### src/rtl/mem_port_arbiter_pkg.sv
// Shared types for the unified-memory port arbiter: FSM states, requester IDs and
// the latency counter sizing helper.
package mem_arb_pkg;

  typedef enum logic [1:0] {
    IDLE   = 2'd0,
    BUSY_I = 2'd1,
    BUSY_D = 2'd2
  } arbState_t;

  typedef enum logic {
    REQ_I = 1'b0,
    REQ_D = 1'b1
  } reqId_t;

  // Counter must hold MEM_LAT-1; sized as $clog2(MEM_LAT+1) so MEM_LAT=1 still gets one bit.
  function automatic int cntWidth(input int lat);
    return $clog2(lat + 1);
  endfunction

endpackage

### src/rtl/mem_port_arbiter_if.sv
// Requester and memory-side bundle of the port arbiter. slave is the arbiter view,
// master is the pipeline/memory environment view.
interface mem_port_arbiter_if #(
  parameter int ADDR_W = 7,
  parameter int DATA_W = 32
);
  logic              if_req;
  logic [ADDR_W-1:0] if_addr;
  logic [DATA_W-1:0] if_rdata;
  logic              if_ready;
  logic              dm_req;
  logic              dm_we;
  logic [ADDR_W-1:0] dm_addr;
  logic [DATA_W-1:0] dm_wdata;
  logic [DATA_W-1:0] dm_rdata;
  logic              dm_ready;
  logic              mem_en;
  logic              mem_we;
  logic [ADDR_W-1:0] mem_addr;
  logic [DATA_W-1:0] mem_wdata;
  logic [DATA_W-1:0] mem_rdata;
  logic              stall_if;
  logic              stall_mem;

  modport slave (
    input  if_req, if_addr, dm_req, dm_we, dm_addr, dm_wdata, mem_rdata,
    output if_rdata, if_ready, dm_rdata, dm_ready,
    output mem_en, mem_we, mem_addr, mem_wdata, stall_if, stall_mem
  );

  modport master (
    output if_req, if_addr, dm_req, dm_we, dm_addr, dm_wdata, mem_rdata,
    input  if_rdata, if_ready, dm_rdata, dm_ready,
    input  mem_en, mem_we, mem_addr, mem_wdata, stall_if, stall_mem
  );
endinterface

### src/rtl/mem_port_arbiter_acc_lat_counter.sv
// Access latency counter: loaded with MEM_LAT-1 on a grant, counts down while busy,
// zero marks the last memory cycle of the access.
module acc_lat_counter
  import mem_arb_pkg::*;
#(
  parameter int MEM_LAT = 2
) (
  input  logic clk,
  input  logic rst,
  input  logic load,
  input  logic dec,
  output logic zero
);
  localparam int CNT_W = cntWidth(MEM_LAT);

  logic [CNT_W-1:0] cntReg;

  always_ff @(posedge clk) begin
    if (!rst) begin
      cntReg <= '0;
    end else if (load) begin
      cntReg <= CNT_W'(MEM_LAT - 1);
    end else if (dec && (cntReg != '0)) begin
      cntReg <= cntReg - CNT_W'(1);
    end
  end

  assign zero = (cntReg == '0);

endmodule

### src/rtl/mem_port_arbiter.sv
// Fixed-priority arbiter sharing one single-port memory between fetch and data access;
// data wins because the MEM-stage instruction is older.
module mem_port_arbiter
  import mem_arb_pkg::*;
#(
  parameter int ADDR_W  = 7,
  parameter int DATA_W  = 32,
  parameter int MEM_LAT = 2
) (
  input  logic              clk,
  input  logic              rst,
  mem_port_arbiter_if.slave bus
);
  arbState_t         stateReg;
  logic              ifReadyReg;
  logic              dmReadyReg;
  logic              memEnReg;
  logic              memWeReg;
  logic              storeReg;
  logic [ADDR_W-1:0] memAddrReg;
  logic [DATA_W-1:0] memWdataReg;
  logic [DATA_W-1:0] ifRdataReg;
  logic [DATA_W-1:0] dmRdataReg;

  logic   wantD;
  logic   wantI;
  logic   grant;
  logic   cntZero;
  reqId_t winner;

  // A requester whose ready is high this cycle has been consumed and may not win again yet.
  assign wantD  = bus.dm_req & ~dmReadyReg;
  assign wantI  = bus.if_req & ~ifReadyReg;
  assign grant  = (stateReg == IDLE) & (wantD | wantI);
  assign winner = wantD ? REQ_D : REQ_I;

  acc_lat_counter #(.MEM_LAT(MEM_LAT)) latCnt (
    .clk  (clk),
    .rst  (rst),
    .load (grant),
    .dec  (stateReg != IDLE),
    .zero (cntZero)
  );

  always_ff @(posedge clk) begin
    if (!rst) begin
      stateReg    <= IDLE;
      ifReadyReg  <= 1'b0;
      dmReadyReg  <= 1'b0;
      memEnReg    <= 1'b0;
      memWeReg    <= 1'b0;
      storeReg    <= 1'b0;
      memAddrReg  <= '0;
      memWdataReg <= '0;
      ifRdataReg  <= '0;
      dmRdataReg  <= '0;
    end else begin
      ifReadyReg <= 1'b0;
      dmReadyReg <= 1'b0;
      memWeReg   <= 1'b0;
      case (stateReg)
        IDLE: begin
          if (grant) begin
            memEnReg <= 1'b1;
            if (winner == REQ_D) begin
              stateReg    <= BUSY_D;
              memAddrReg  <= bus.dm_addr;
              memWdataReg <= bus.dm_wdata;
              memWeReg    <= bus.dm_we;
              storeReg    <= bus.dm_we;
            end else begin
              stateReg   <= BUSY_I;
              memAddrReg <= bus.if_addr;
              storeReg   <= 1'b0;
            end
          end
        end
        BUSY_I, BUSY_D: begin
          if (cntZero) begin
            stateReg <= IDLE;
            memEnReg <= 1'b0;
            if (stateReg == BUSY_I) begin
              ifReadyReg <= 1'b1;
              ifRdataReg <= bus.mem_rdata;
            end else begin
              dmReadyReg <= 1'b1;
              // Stores complete without disturbing the last load result.
              if (!storeReg) begin
                dmRdataReg <= bus.mem_rdata;
              end
            end
          end
        end
        default: stateReg <= IDLE;
      endcase
    end
  end

  assign bus.if_ready  = ifReadyReg;
  assign bus.if_rdata  = ifRdataReg;
  assign bus.dm_ready  = dmReadyReg;
  assign bus.dm_rdata  = dmRdataReg;
  assign bus.mem_en    = memEnReg;
  assign bus.mem_we    = memWeReg;
  assign bus.mem_addr  = memAddrReg;
  assign bus.mem_wdata = memWdataReg;
  assign bus.stall_if  = rst & bus.if_req & ~ifReadyReg;
  assign bus.stall_mem = rst & bus.dm_req & ~dmReadyReg;

endmodule

### src/flat_wrapper.sv
// flat-port wrapper written by rule: the top's interface ports become plain ports
module mem_port_arbiter_flat import mem_arb_pkg::*;
#(
  parameter int ADDR_W  = 7,
  parameter int DATA_W  = 32,
  parameter int MEM_LAT = 2
)
  (clk, rst, bus_if_req, bus_if_addr, bus_dm_req, bus_dm_we, bus_dm_addr, bus_dm_wdata, bus_mem_rdata, bus_if_rdata, bus_if_ready, bus_dm_rdata, bus_dm_ready, bus_mem_en, bus_mem_we, bus_mem_addr, bus_mem_wdata, bus_stall_if, bus_stall_mem);
  mem_port_arbiter_if #(.ADDR_W(ADDR_W), .DATA_W(DATA_W)) bus_i ();
  input  logic clk;
  input  logic rst;
  input wire logic [$bits(bus_i.if_req)-1:0] bus_if_req;
  input wire logic [$bits(bus_i.if_addr)-1:0] bus_if_addr;
  input wire logic [$bits(bus_i.dm_req)-1:0] bus_dm_req;
  input wire logic [$bits(bus_i.dm_we)-1:0] bus_dm_we;
  input wire logic [$bits(bus_i.dm_addr)-1:0] bus_dm_addr;
  input wire logic [$bits(bus_i.dm_wdata)-1:0] bus_dm_wdata;
  input wire logic [$bits(bus_i.mem_rdata)-1:0] bus_mem_rdata;
  output wire logic [$bits(bus_i.if_rdata)-1:0] bus_if_rdata;
  output wire logic [$bits(bus_i.if_ready)-1:0] bus_if_ready;
  output wire logic [$bits(bus_i.dm_rdata)-1:0] bus_dm_rdata;
  output wire logic [$bits(bus_i.dm_ready)-1:0] bus_dm_ready;
  output wire logic [$bits(bus_i.mem_en)-1:0] bus_mem_en;
  output wire logic [$bits(bus_i.mem_we)-1:0] bus_mem_we;
  output wire logic [$bits(bus_i.mem_addr)-1:0] bus_mem_addr;
  output wire logic [$bits(bus_i.mem_wdata)-1:0] bus_mem_wdata;
  output wire logic [$bits(bus_i.stall_if)-1:0] bus_stall_if;
  output wire logic [$bits(bus_i.stall_mem)-1:0] bus_stall_mem;
  assign bus_i.if_req = bus_if_req;
  assign bus_i.if_addr = bus_if_addr;
  assign bus_i.dm_req = bus_dm_req;
  assign bus_i.dm_we = bus_dm_we;
  assign bus_i.dm_addr = bus_dm_addr;
  assign bus_i.dm_wdata = bus_dm_wdata;
  assign bus_i.mem_rdata = bus_mem_rdata;
  assign bus_if_rdata = bus_i.if_rdata;
  assign bus_if_ready = bus_i.if_ready;
  assign bus_dm_rdata = bus_i.dm_rdata;
  assign bus_dm_ready = bus_i.dm_ready;
  assign bus_mem_en = bus_i.mem_en;
  assign bus_mem_we = bus_i.mem_we;
  assign bus_mem_addr = bus_i.mem_addr;
  assign bus_mem_wdata = bus_i.mem_wdata;
  assign bus_stall_if = bus_i.stall_if;
  assign bus_stall_mem = bus_i.stall_mem;
  mem_port_arbiter #(.ADDR_W(ADDR_W), .DATA_W(DATA_W), .MEM_LAT(MEM_LAT)) u_core (.clk(clk), .rst(rst), .bus(bus_i));
endmodule
### config.mk
export PLATFORM = sky130hd
export DESIGN_NAME = mem_port_arbiter_flat
export DESIGN_NICKNAME = d
export VERILOG_FILES = /design/src/rtl/mem_port_arbiter_pkg.sv /design/src/rtl/mem_port_arbiter_if.sv /design/src/rtl/mem_port_arbiter_acc_lat_counter.sv /design/src/rtl/mem_port_arbiter.sv /design/src/flat_wrapper.sv
export SDC_FILE = /design/constraint.sdc
export NUM_CORES = 1
export LEC_CHECK = 0
export ABC_CLOCK_PERIOD_IN_PS = 3400
export CAP_MARGIN = 0
export CORE_MARGIN = 2
export CORE_UTILIZATION = 40
export DETAILED_ROUTE_END_ITERATION = 10
export DONT_BUFFER_PORTS = 1
export MAX_ROUTING_LAYER = met4
export PLACE_DENSITY = 0.6
export SLEW_MARGIN = 10
export SYNTH_ARGS = -nofsm -noshare
export SYNTH_HDL_FRONTEND = slang
export SYNTH_HIERARCHICAL = 1
export SYNTH_SLANG_ARGS = --single-unit
### constraint.sdc
create_clock -name clk -period 3.4 [get_ports clk]
set_input_delay 0.85 -clock clk [delete_from_list [all_inputs] [get_ports clk]]
set_output_delay 0.85 -clock clk [all_outputs]
set_load 0.01 [all_outputs]
==> results_dict.tcl <==
set metrics [dict create \
    antenna_left 0 \
    cp_slowest_cell "nor2_1" \
    clock_latency_ps 360 \
    synth_cells 514 \
    drive_gt1_frac 0.0625 \
    finalWorstSetupSlack_ps 1140 \
    synth-seq-area-share 0.528 \
    power.internal_w 0.00187 \
    path_cells "nand2b_1, nor2_1" \
    clock-root-buffer "clkbuf_8" \
    utilization 0.423 \
    rsz0062_at_grt "false" \
    cts_tree "done" \
    start_util 0.411 \
    finalCriticalPeriod_ps 2260 \
    critical_path_class "in2out" \
    r2r_end "u_core/bus.if_rdata[3]$_SDFFE_PN0P_" \
    power_switching_w 0.000907 \
    antenna_found_initial 0 \
    synthTopCellsByArea "dfxtp_1, nand2_1, a21oi_1" \
    cts_buffer_depth 2 \
    place_ws_ps 1090 \
    crit_cells 2 \
    startpoint "bus_if_req" \
    max_freq_mhz 443 \
    min-delay-start "u_core/storeReg$_SDFFE_PN0P_" \
    final_nets 578 \
    cp.required_ps 2550 \
    yosysWarningCount 6 \
    finClkSkew_ps 14.3 \
    finalSetupViolCount 0 \
    synthFlopType "dfxtp_1" \
    cts_setup_buffers 0 \
    combPwrFrac 0.165 \
    cp_top_family "simple AND/OR/NAND/NOR gates" \
    gp_congestion 0.790 \
    critPathBufInv 0 \
    core-area_sq_um 10300 \
    swShare 0.326 \
    synth_most_common_cell "nand2_1" \
    p_leak_nw 1.51 \
    async_reset_ff_frac 0 \
    numPortBuffers 0 \
    finalHoldViolCount 0 \
    drt_wl_total_mm 9.92 \
    grt.total_usage 0.178 \
    slew-limit-headroom 0.200 \
    r2r_slack_ps 1340 \
    seq_power_share 0.582 \
    die_w_um 107 \
    cts-hold-fix-buffers 0 \
    slew_violations 0 \
    dieArea_sq_um 11500 \
    cap_violations 0 \
    fin_tns_setup_ps 0 \
    fill_cells 1035 \
    worst_r2r_startpoint "u_core/latCnt/cntReg[1]$_SDFFE_PP0P_" \
    grt_max_degree 102 \
    synth.ff_latch_count 112 \
    netlist.area_leader.share 0.528 \
    syn_avg_cell_area_sq_um 8.26 \
    syn_area_sq_um 4250 \
    worst_slew_pin_slew_ps 1200 \
    row_count 37 \
    worstSetupStartpointType "input pin" \
    rr_worst_depth 5 \
    overflow 0 \
    cts_resized 0 \
    drtPass1Iterations 4 \
    ir_drop_mv 0.362 \
    synth.distinct_cells 36 \
    clock_sinks 112 \
    endpoint_kind "primary output" \
    dpl.hpwl_mm 6.60 \
    crit_end "bus_stall_if" \
    synth_edf_count 0 \
    min_path_type "reg2reg" \
    clkPwrFrac 0.253 \
    synthTopCellsByCount "nand2_1, dfxtp_1, a21oi_1" \
    clk_transition_reported_paths_ps 90 \
    insertedDiodeCount 0 \
    slowest_delay_ps 290 \
    cts-htree-levels 3 \
    status "finished, final reports clean" \
    yosysTopAreaCell "dfxtp_1" \
    drc 0 \
    area_growth_syn_to_layout_pct 2.95 \
    wire_per_inst_um 15.7 \
    io_pins 192 \
    viasPerCell 5.26 \
    drt_iter0_markers 230 \
    cts_inserted_buffers 9 \
    grt_first_pass_wirelength_mm 15.9 \
    critPathMaxFanout 14 \
    grt_pass1_vias 3199 \
    syn-num-nets 601 \
    p_per_area_nw_per_um2 636 \
    arrival_ps 1410 \
    vias 3322 \
    die_h_um 107 \
    fin_crit_sh 0.664 \
]
stage by stage:
| stage | total power, W | cell area (sq um) | hold WS, ps | instances |
|---|---|---|---|---|
| 6_report | 0.00278 | 4370 | 469 | 632 |
| 5_1_grt | 0.00296 | 4370 | 492 | 632 |
| 4_1_cts | 0.00282 | 4370 | 476 | 632 |
| 3_5_place_dp | 0.00212 | 4210 | 461 | 616 |
| 3_3_place_gp | 0.00210 | 4210 | 473 | 616 |
| 2_1_floorplan | 0.00205 | 4250 | 436 | 514 |
per-layer routing:
| metal | global-route usage | up-vias | wire length (um) |
|---|---|---|---|
| met5 | - | - | 0 |
| met4 | 0.0788 | 0 | 227 |
| met3 | 0.0644 | 19 | 1090 |
| met2 | 0.273 | 148 | 4490 |
| met1 | 0.211 | 1518 | 4120 |
| li1 | - | 1637 | - |
cells in the final DEF (no fill, tap or decap), types with 2 or more instances in the layout:
cell      count
nor2_1        3
a21oi_2       6
dfxtp_1     112
nand2b_1      4
nand4_1       7
nand2_1     196
o211ai_1      7
and3_1        2
buf_4         5
and3b_1       2
clkbuf_1      2
mux2i_1       7
clkinv_2      4
nand3_1       8
clkbuf_8      9
a21oi_1      92
a211oi_1      2
ha_1          4
inv_1         7
nor3_1        2
flip-flops by register name, summed over array words and instances, names as in the netlist:
name                  cells
u_core/bus.mem_we         1
u_core/bus.mem_wdata     32
u_core/latCnt/cntReg      2
u_core/stateReg           2
u_core/bus.dm_rdata      32
u_core/bus.mem_en         1
u_core/bus.mem_addr       7
u_core/storeReg           1
u_core/bus.dm_ready       1
u_core/bus.if_rdata      32
u_core/bus.if_ready       1
worst min-delay path by stage:
stage / end / slack, ps / cells after the start
after global placement: u_core/storeReg$_SDFFE_PN0P_ / 470 / 2
after CTS: u_core/storeReg$_SDFFE_PN0P_ / 480 / 2
after detailed placement: u_core/storeReg$_SDFFE_PN0P_ / 460 / 2
after floorplan: u_core/storeReg$_SDFFE_PN0P_ / 440 / 2
final: u_core/storeReg$_SDFFE_PN0P_ / 470 / 2
after global routing: u_core/storeReg$_SDFFE_PN0P_ / 490 / 2
power groups by stage:
| stage | clock (W) | combinational [W] | sequential, W |
|---|---|---|---|
| 2_1_floorplan | 0 | 0.000430 | 0.00162 |
| 3_3_place_gp | 0 | 0.000448 | 0.00165 |
| 3_5_place_dp | 0 | 0.000464 | 0.00165 |
| 4_1_cts | 0.000732 | 0.000465 | 0.00162 |
| 5_1_grt | 0.000787 | 0.000530 | 0.00164 |
| 6_report | 0.000705 | 0.000458 | 0.00162 |
final cells by class:
cell class                 count  area (sq um)  area share
multi-input combinational    355          1730       0.395
tap                          136           170      0.0389
inverter                       8          31.3     0.00716
timing repair buffer           5          37.5     0.00859
sequential                   112          2240       0.513
clock inverter                 5          31.3     0.00716
clock buffer                  11           131      0.0301
kinds of logic after synthesis:
group / after synthesis / synth area share
DFF: 112 / 0.528
muxes: 7 / 0.0165
adders and majority gates: 4 / 0.0118
AOI/OAI and AO/OA: 113 / 0.152
and+or+nand+nor: 231 / 0.226
buffers and inverters: 47 / 0.0651
Power figures use the tool's default switching activity.
